## config.mk

```make
export PLATFORM = sky130hd
export DESIGN_NAME = stdp_weight_updater
export DESIGN_NICKNAME = d
export VERILOG_FILES = /design/src/rtl/stdp_weight_updater.sv
export SDC_FILE = /design/constraint.sdc
export NUM_CORES = 2
export LEC_CHECK = 0
export CAP_MARGIN = 40
export CORE_MARGIN = 2
export CORE_UTILIZATION = 40
export DETAILED_ROUTE_END_ITERATION = 7
export PLACE_DENSITY = 0.67
export SYNTH_ARGS = -nofsm -noshare
export SYNTH_HDL_FRONTEND = slang
export SYNTH_SLANG_ARGS = --single-unit
export TNS_END_PERCENT = 100
```

## constraint.sdc

```tcl
create_clock -name clk -period 33.8 [get_ports clk]
set_clock_uncertainty 0.1 [all_clocks]
set_input_delay 6.76 -clock clk [delete_from_list [all_inputs] [get_ports clk]]
set_output_delay 6.76 -clock clk [all_outputs]
set_load 0.02 [all_outputs]
```

## src/rtl/stdp_weight_updater.sv

```systemverilog
// stdp_weight_updater: FIFO-buffered, serialized, clamped read-modify-write of a 256-entry synaptic weight store.
// Optional power-up sweep of W_INIT into every entry is enabled by defining STDP_WEIGHT_INIT_EN.
module stdp_weight_updater #(
  parameter logic [7:0] W_MIN = 8'd0,
  parameter logic [7:0] W_MAX = 8'd255,
  parameter logic [7:0] W_INIT = 8'd128,
  parameter int FIFO_DEPTH = 4
) (
  input  logic        clk,
  input  logic        rst,
  input  logic        upd_valid,
  input  logic [7:0]  upd_addr,
  input  logic [7:0]  upd_delta,
  output logic        upd_ready,
  input  logic [7:0]  rd_addr,
  output logic [7:0]  rd_data,
  output logic        done_valid,
  output logic [7:0]  done_addr,
  output logic [7:0]  done_weight,
  output logic        busy,
  output logic [31:0] update_count,
  output logic [31:0] sat_hi_count,
  output logic [31:0] sat_lo_count,
  output logic [31:0] drop_count
);
  localparam int AW = $clog2(FIFO_DEPTH);
  typedef enum logic [1:0] {INIT, IDLE, READ, WRITE} state_t;
`ifdef STDP_WEIGHT_INIT_EN
  localparam state_t RST_STATE = INIT;
`else
  localparam state_t RST_STATE = IDLE;
`endif
  state_t state, state_nx;
  logic [7:0] mem [256];
  logic [7:0] fifo_addr [FIFO_DEPTH];
  logic [7:0] fifo_delta [FIFO_DEPTH];
  logic [AW:0] wp, rp;
  logic [7:0] addr_r, delta_r, w_r, init_cnt, new_w;
  logic fifo_full, fifo_empty, push, pop, sat_hi, sat_lo;
  logic signed [9:0] sum;
  assign fifo_empty = wp == rp;
  assign fifo_full = (wp[AW] != rp[AW]) && (wp[AW-1:0] == rp[AW-1:0]);
  always_ff @(posedge clk)
    if (rst) state <= RST_STATE;
    else state <= state_nx;
  always_comb begin
    state_nx = (state == INIT) ? ((init_cnt == 8'hff) ? IDLE : INIT) :
               (state == IDLE) ? (fifo_empty ? IDLE : READ) :
               (state == READ) ? WRITE : IDLE;
  end
  always_comb begin
    upd_ready = !fifo_full && state != INIT;
    busy = !fifo_empty || state != IDLE;
    push = upd_valid && upd_ready;
    pop = state == IDLE && !fifo_empty;
  end
  // 10-bit signed sum covers -128..382 so both clamp directions are exact
  assign sum = $signed({2'b00, w_r}) + $signed({{2{delta_r[7]}}, delta_r});
  assign sat_hi = sum > $signed({2'b00, W_MAX});
  assign sat_lo = sum < $signed({2'b00, W_MIN});
  assign new_w = sat_hi ? W_MAX : sat_lo ? W_MIN : sum[7:0];
`ifdef STDP_WEIGHT_INIT_EN
  always_ff @(posedge clk)
    if (rst) init_cnt <= 8'd0;
    else if (state == INIT) init_cnt <= init_cnt + 8'd1;
`else
  assign init_cnt = 8'd0;
`endif
  always_ff @(posedge clk) begin
    if (rst) begin
      wp <= '0;
      rp <= '0;
    end else begin
      if (push) wp <= wp + 1'b1;
      if (pop) rp <= rp + 1'b1;
    end
    if (push) begin
      fifo_addr[wp[AW-1:0]] <= upd_addr;
      fifo_delta[wp[AW-1:0]] <= upd_delta;
    end
  end
  always_ff @(posedge clk) begin
    if (pop) begin
      addr_r <= fifo_addr[rp[AW-1:0]];
      delta_r <= fifo_delta[rp[AW-1:0]];
    end
    if (state == READ) w_r <= mem[addr_r];
  end
  // reset suppresses any in-flight write; the array itself is never cleared by reset
  always_ff @(posedge clk) begin
    if (!rst && state == INIT) mem[init_cnt] <= W_INIT;
    if (!rst && state == WRITE) mem[addr_r] <= new_w;
    rd_data <= rst ? 8'd0 : mem[rd_addr];
  end
  always_ff @(posedge clk)
    if (rst) begin
      done_valid <= 1'b0;
      done_addr <= 8'd0;
      done_weight <= 8'd0;
      update_count <= 32'd0;
      sat_hi_count <= 32'd0;
      sat_lo_count <= 32'd0;
      drop_count <= 32'd0;
    end else begin
      done_valid <= state == WRITE;
      if (state == WRITE) begin
        done_addr <= addr_r;
        done_weight <= new_w;
        update_count <= update_count + 32'd1;
        if (sat_hi) sat_hi_count <= sat_hi_count + 32'd1;
        if (sat_lo) sat_lo_count <= sat_lo_count + 32'd1;
      end
      if (upd_valid && !upd_ready) drop_count <= drop_count + 32'd1;
    end
endmodule
```

==> results.txt <==
Counting buffers and inverters, the worst setup path is 12 cells deep. The core box area is 265000 um^2. The total number of placement rows came out at 189. The largest driver fanout on the critical path is 53. The number of synthesized flops with an enable pin came out at 2136. The total wire length came out at 343000 um. The worst register-to-register path ends at w_r[3]$_DFFE_PP_. For this run, design rule violations remaining after detail routing come to 0. The warning count from the yosys run came out at 0. The total overflow reported by the global router is 0. The number of buffers inserted by post-CTS setup repair is 0.

The number of buffer and inverter stages on the critical path is 7. The later-pin clock latency in the skew report came out at 0.87 ns. The finished layout holds 10000 standard cells, fillers aside. The end-of-flow core utilization is 45.7%.

The clock-pin slew reported for the worst setup and hold paths after clock tree synthesis is 0.07 ns. Global routing used 24.9% of the available tracks across all layers. The standard cell with the maximum stage delay on the critical path is buf_4. Sequential cells were found to cover 63.3% of the synthesized design area. The H-tree depth came out at 4. The area of the die came out at 270000 um^2. Buffers inserted to repair hold after CTS numbered 0. The number of instances resized during post-cts repair is 0.

The kind of launch point of the worst setup path is an input port. The number of register bits inferred by synthesis came out at 2297. The synthesis-to-layout area growth came out at 13.6%. The I/O pin count came out at 182. The floorplan step set the die height to 520 um. The die is 520 um wide. The detailed router finished its first iteration with 10700 violations.

The starting utilization of the core area is 40.2%. The number of filler instances in the final layout is 22300. The global-route wire length before repair is 484000 um. The iteration count of the initial detailed-routing pass came out at 6. In this run the mean area of a mapped cell was 17.7 um^2.

The final setup violation count came out at 0. The tool flagged a number of max-cap violations equal to 0. The path class of the tightest hold or removal check is reg -> reg.

The post-synthesis cell area is 106000 um^2. For this run, the top clock speed supported by timing is 0.0847 GHz. The synthesized netlist contains 80 unique library cells.

Across all register-to-register paths, the minimum setup slack is 27.15 ns. The number of instances in the placed design came out at 9603. In this run the tightest slew margin relative to its limit is 28.6%. The critical path starts at rd_addr[0]. The post-detailed-route wirelength per cell came out at 34.2 um. TritonCTS built the clock tree. Dividing the final minimum period by the clock period gives 34.9%. The type of destination of the critical path is a flop. By startpoint and endpoint, the worst setup path is classified as in -> reg. The net count after synthesis came out at 6060. For this design the static power due to leakage is 41.5 nW. In this run the tool buffered the top-level ports with 181 buffer cells. The maximum number of pins on one net before global-route repair came out at 170. The worst-case clock buffer depth came out at 3.

The total negative setup slack came out at 0 ns. Following the worst setup path forward leads to its endpoint at rd_data[2]$_SDFF_PP0_. Setup repair after global routing left no endpoint under its margin. The library cells used most frequently in the layout, excluding fill and tap cells, are 2136 x edfxtp_1, 954 x mux4_2, 453 x nor2_1. Counting I/O delays and the setup requirement, the final critical path takes 11.81 ns.

The number of endpoints with negative hold slack in the final report is 0. The share of post-route cells with drive strength above 1 is 26.1%. Measured in cells, the most critical reg-to-reg path has a length of 9. The overall via count from detail_route came out at 65700.

The count of clock tree sinks is 2297. The library cell used most frequently in the layout, excluding fill and tap cells, is edfxtp_1. The critical path goes through buf_8 -> buf_4 -> buf_4 -> buf_16 -> buf_4 -> buf_4 -> buf_4 -> mux4_2 -> o22ai_1 -> nor3_1 -> a211oi_1 -> o32ai_1. In the synthesized netlist the dominant register cell turns out to be edfxtp_1. The via count of the first global-routing pass came out at 64400. The fraction of registers with async set or reset after synthesis came out at 0%.

The largest incremental delay on the critical path is 0.75 ns. Broken down by cell family, the worst path's largest delay share belongs to buffers and inverters. The worst endpoint data arrival time is 12.44 ns. The synthesized instance count is 6014. The number of antenna violations at the first check in global routing is 14.

The final-report max-slew violation count came out at 0. In the routed layout, each cell is associated on average with a via count of 6.54. The required time reported for the critical path endpoint is 34.43 ns. The number of buffers created by CTS came out at 222. The peak supply drop is 0.0680 mV. The run finished with clean final reports. The root buffer cell chosen for the clock tree is clkbuf_16. The transition time at the pin with the least slew margin is 1.07 ns. Dividing total power by cell area gives a power density of 66.4 nW/um^2. After the last flow step, the layout net total stands at 6361. The startpoint identified for the worst register-to-register timing path is addr_r[0]$_DFFE_PP_. The weighted congestion at the end of routability-driven global placement came out at 0.993. The placed wire-length estimate after detailed placement came out at 230000 um. Once detail routing completed, the nets flagged for antenna violations numbered 0. By instance count, the cell type seen most on the critical path is buf_4.
[cell usage after synthesis (all sizes together), types with 10 or more instances]
library cell  count  share of area (%)
o22ai           123               0.72
nor4             45               0.28
nor2b            36               0.21
clkbuf          182               0.64
nand2b           16              0.094
buf             266                1.8
edfxtp         2136                 60
and3             20               0.12
a22o             37               0.30
mux2             10               0.11
and4             16               0.13
mux4            954                 20
a21oi           108               0.51
nor3             90               0.42
a31oi            10              0.059
and2             28               0.16
dfxtp           161                3.0
a221oi           33               0.27
ha               18               0.21
o32ai            14               0.12
a32oi            16               0.13
inv              36               0.13
or3              30               0.18
xnor2            44               0.36
a22oi            57               0.40
o221ai           97               0.81
nand2           178               0.63
mux2i           348                3.3
or4              10              0.071
nand3            57               0.27
o21ai           105               0.49
a211oi           68               0.48
nor2            456                1.6
o211ai           23               0.17
xor2             48               0.39
nand4            49               0.29
[per-layer routing]
layer / wire, um / GRT usage (%) / part of all wire (%)
met4: 19200 / 11.7 / 5.6
met2: 156000 / 38.0 / 45
met1: 122000 / 32.7 / 35
met3: 46200 / 7.52 / 13
met5: 206 / 0.298 / 0.060
[flip-flops by register name (all words and copies together) (netlist names), 2 cells and up]
| register | cells |
|---|---|
| done_addr | 8 |
| fifo_delta | 32 |
| rp | 3 |
| sat_lo_count | 32 |
| mem | 2048 |
| state | 2 |
| delta_r | 8 |
| rd_data | 8 |
| done_weight | 8 |
| addr_r | 8 |
| sat_hi_count | 32 |
| wp | 3 |
| drop_count | 32 |
| fifo_addr | 32 |
| w_r | 8 |
| update_count | 32 |
[layout make-up]
type | count | area, um^2 | area share (%)
flip-flops and latches | 2297 | 67400 | 55.7
multi-input cells | 3232 | 36600 | 30.2
clock buffers | 291 | 6100 | 5.05
repair buffers | 525 | 5070 | 4.19
well taps | 3533 | 4420 | 3.66
clock inverters | 123 | 1240 | 1.03
inverters | 37 | 141 | 0.117
diodes | 9 | 22.5 | 0.0186
[worst register-to-register path: cells and delay by family (launching register included)]
kind                   cells  cell delay [ns]
AO/OA/AOI/OAI              3             1.37
multiplexers               2             1.30
flip-flops                 1             0.70
buffers and inverters      4             2.89
[how the worst min path moves through the flow]
stage / from / to / slack, ns / cells past startpoint
final: done_weight[0]$_SDFFE_PP0P_ / done_weight[0]$_SDFFE_PP0P_ / 0.36 / 1
after global routing: done_weight[4]$_SDFFE_PP0P_ / done_weight[4]$_SDFFE_PP0P_ / 0.37 / 1
after CTS: done_weight[0]$_SDFFE_PP0P_ / done_weight[0]$_SDFFE_PP0P_ / 0.36 / 1
after detailed placement: done_weight[0]$_SDFFE_PP0P_ / done_weight[0]$_SDFFE_PP0P_ / 0.34 / 1
after global placement: done_weight[2]$_SDFFE_PP0P_ / done_weight[2]$_SDFFE_PP0P_ / 0.34 / 1
after floorplan: rp[2]$_SDFFE_PP0P_ / rp[2]$_SDFFE_PP0P_ / 0.40 / 2
[per-stage QoR]
| step | total power [W] | setup WS [ns] | instance area (um^2) | hold slack (ns) |
|---|---|---|---|---|
| after floorplan | 0.00474 | 17.93 | 106000 | 0.398 |
| after global placement | 0.00543 | 20.85 | 111000 | 0.336 |
| after detailed placement | 0.00550 | 21.02 | 113000 | 0.342 |
| after CTS | 0.00799 | 21.94 | 121000 | 0.357 |
| after global routing | 0.00821 | 21.65 | 121000 | 0.368 |
| final | 0.00803 | 21.99 | 121000 | 0.356 |
[kinds of logic after synthesis]
family                   Yosys count  share of synthesized area, %
adder cells (fa/ha/maj)           19                         0.230
AND/OR/NAND/NOR                 1051                          4.62
multiplexers                    1312                          23.6
flip-flops                      2297                          63.3
AO/OA/AOI/OAI                    758                          5.02
XOR/XNOR                          92                         0.757
buffers and inverters            485                          2.55
[report_power, final]
part           total [W]  switching [W]  internal, W
clock            0.00254        0.00111      0.00143
sequential       0.00328      0.0000269      0.00326
combinational    0.00221        0.00142     0.000788
Note: power is estimated with default switching activity, not from simulation.
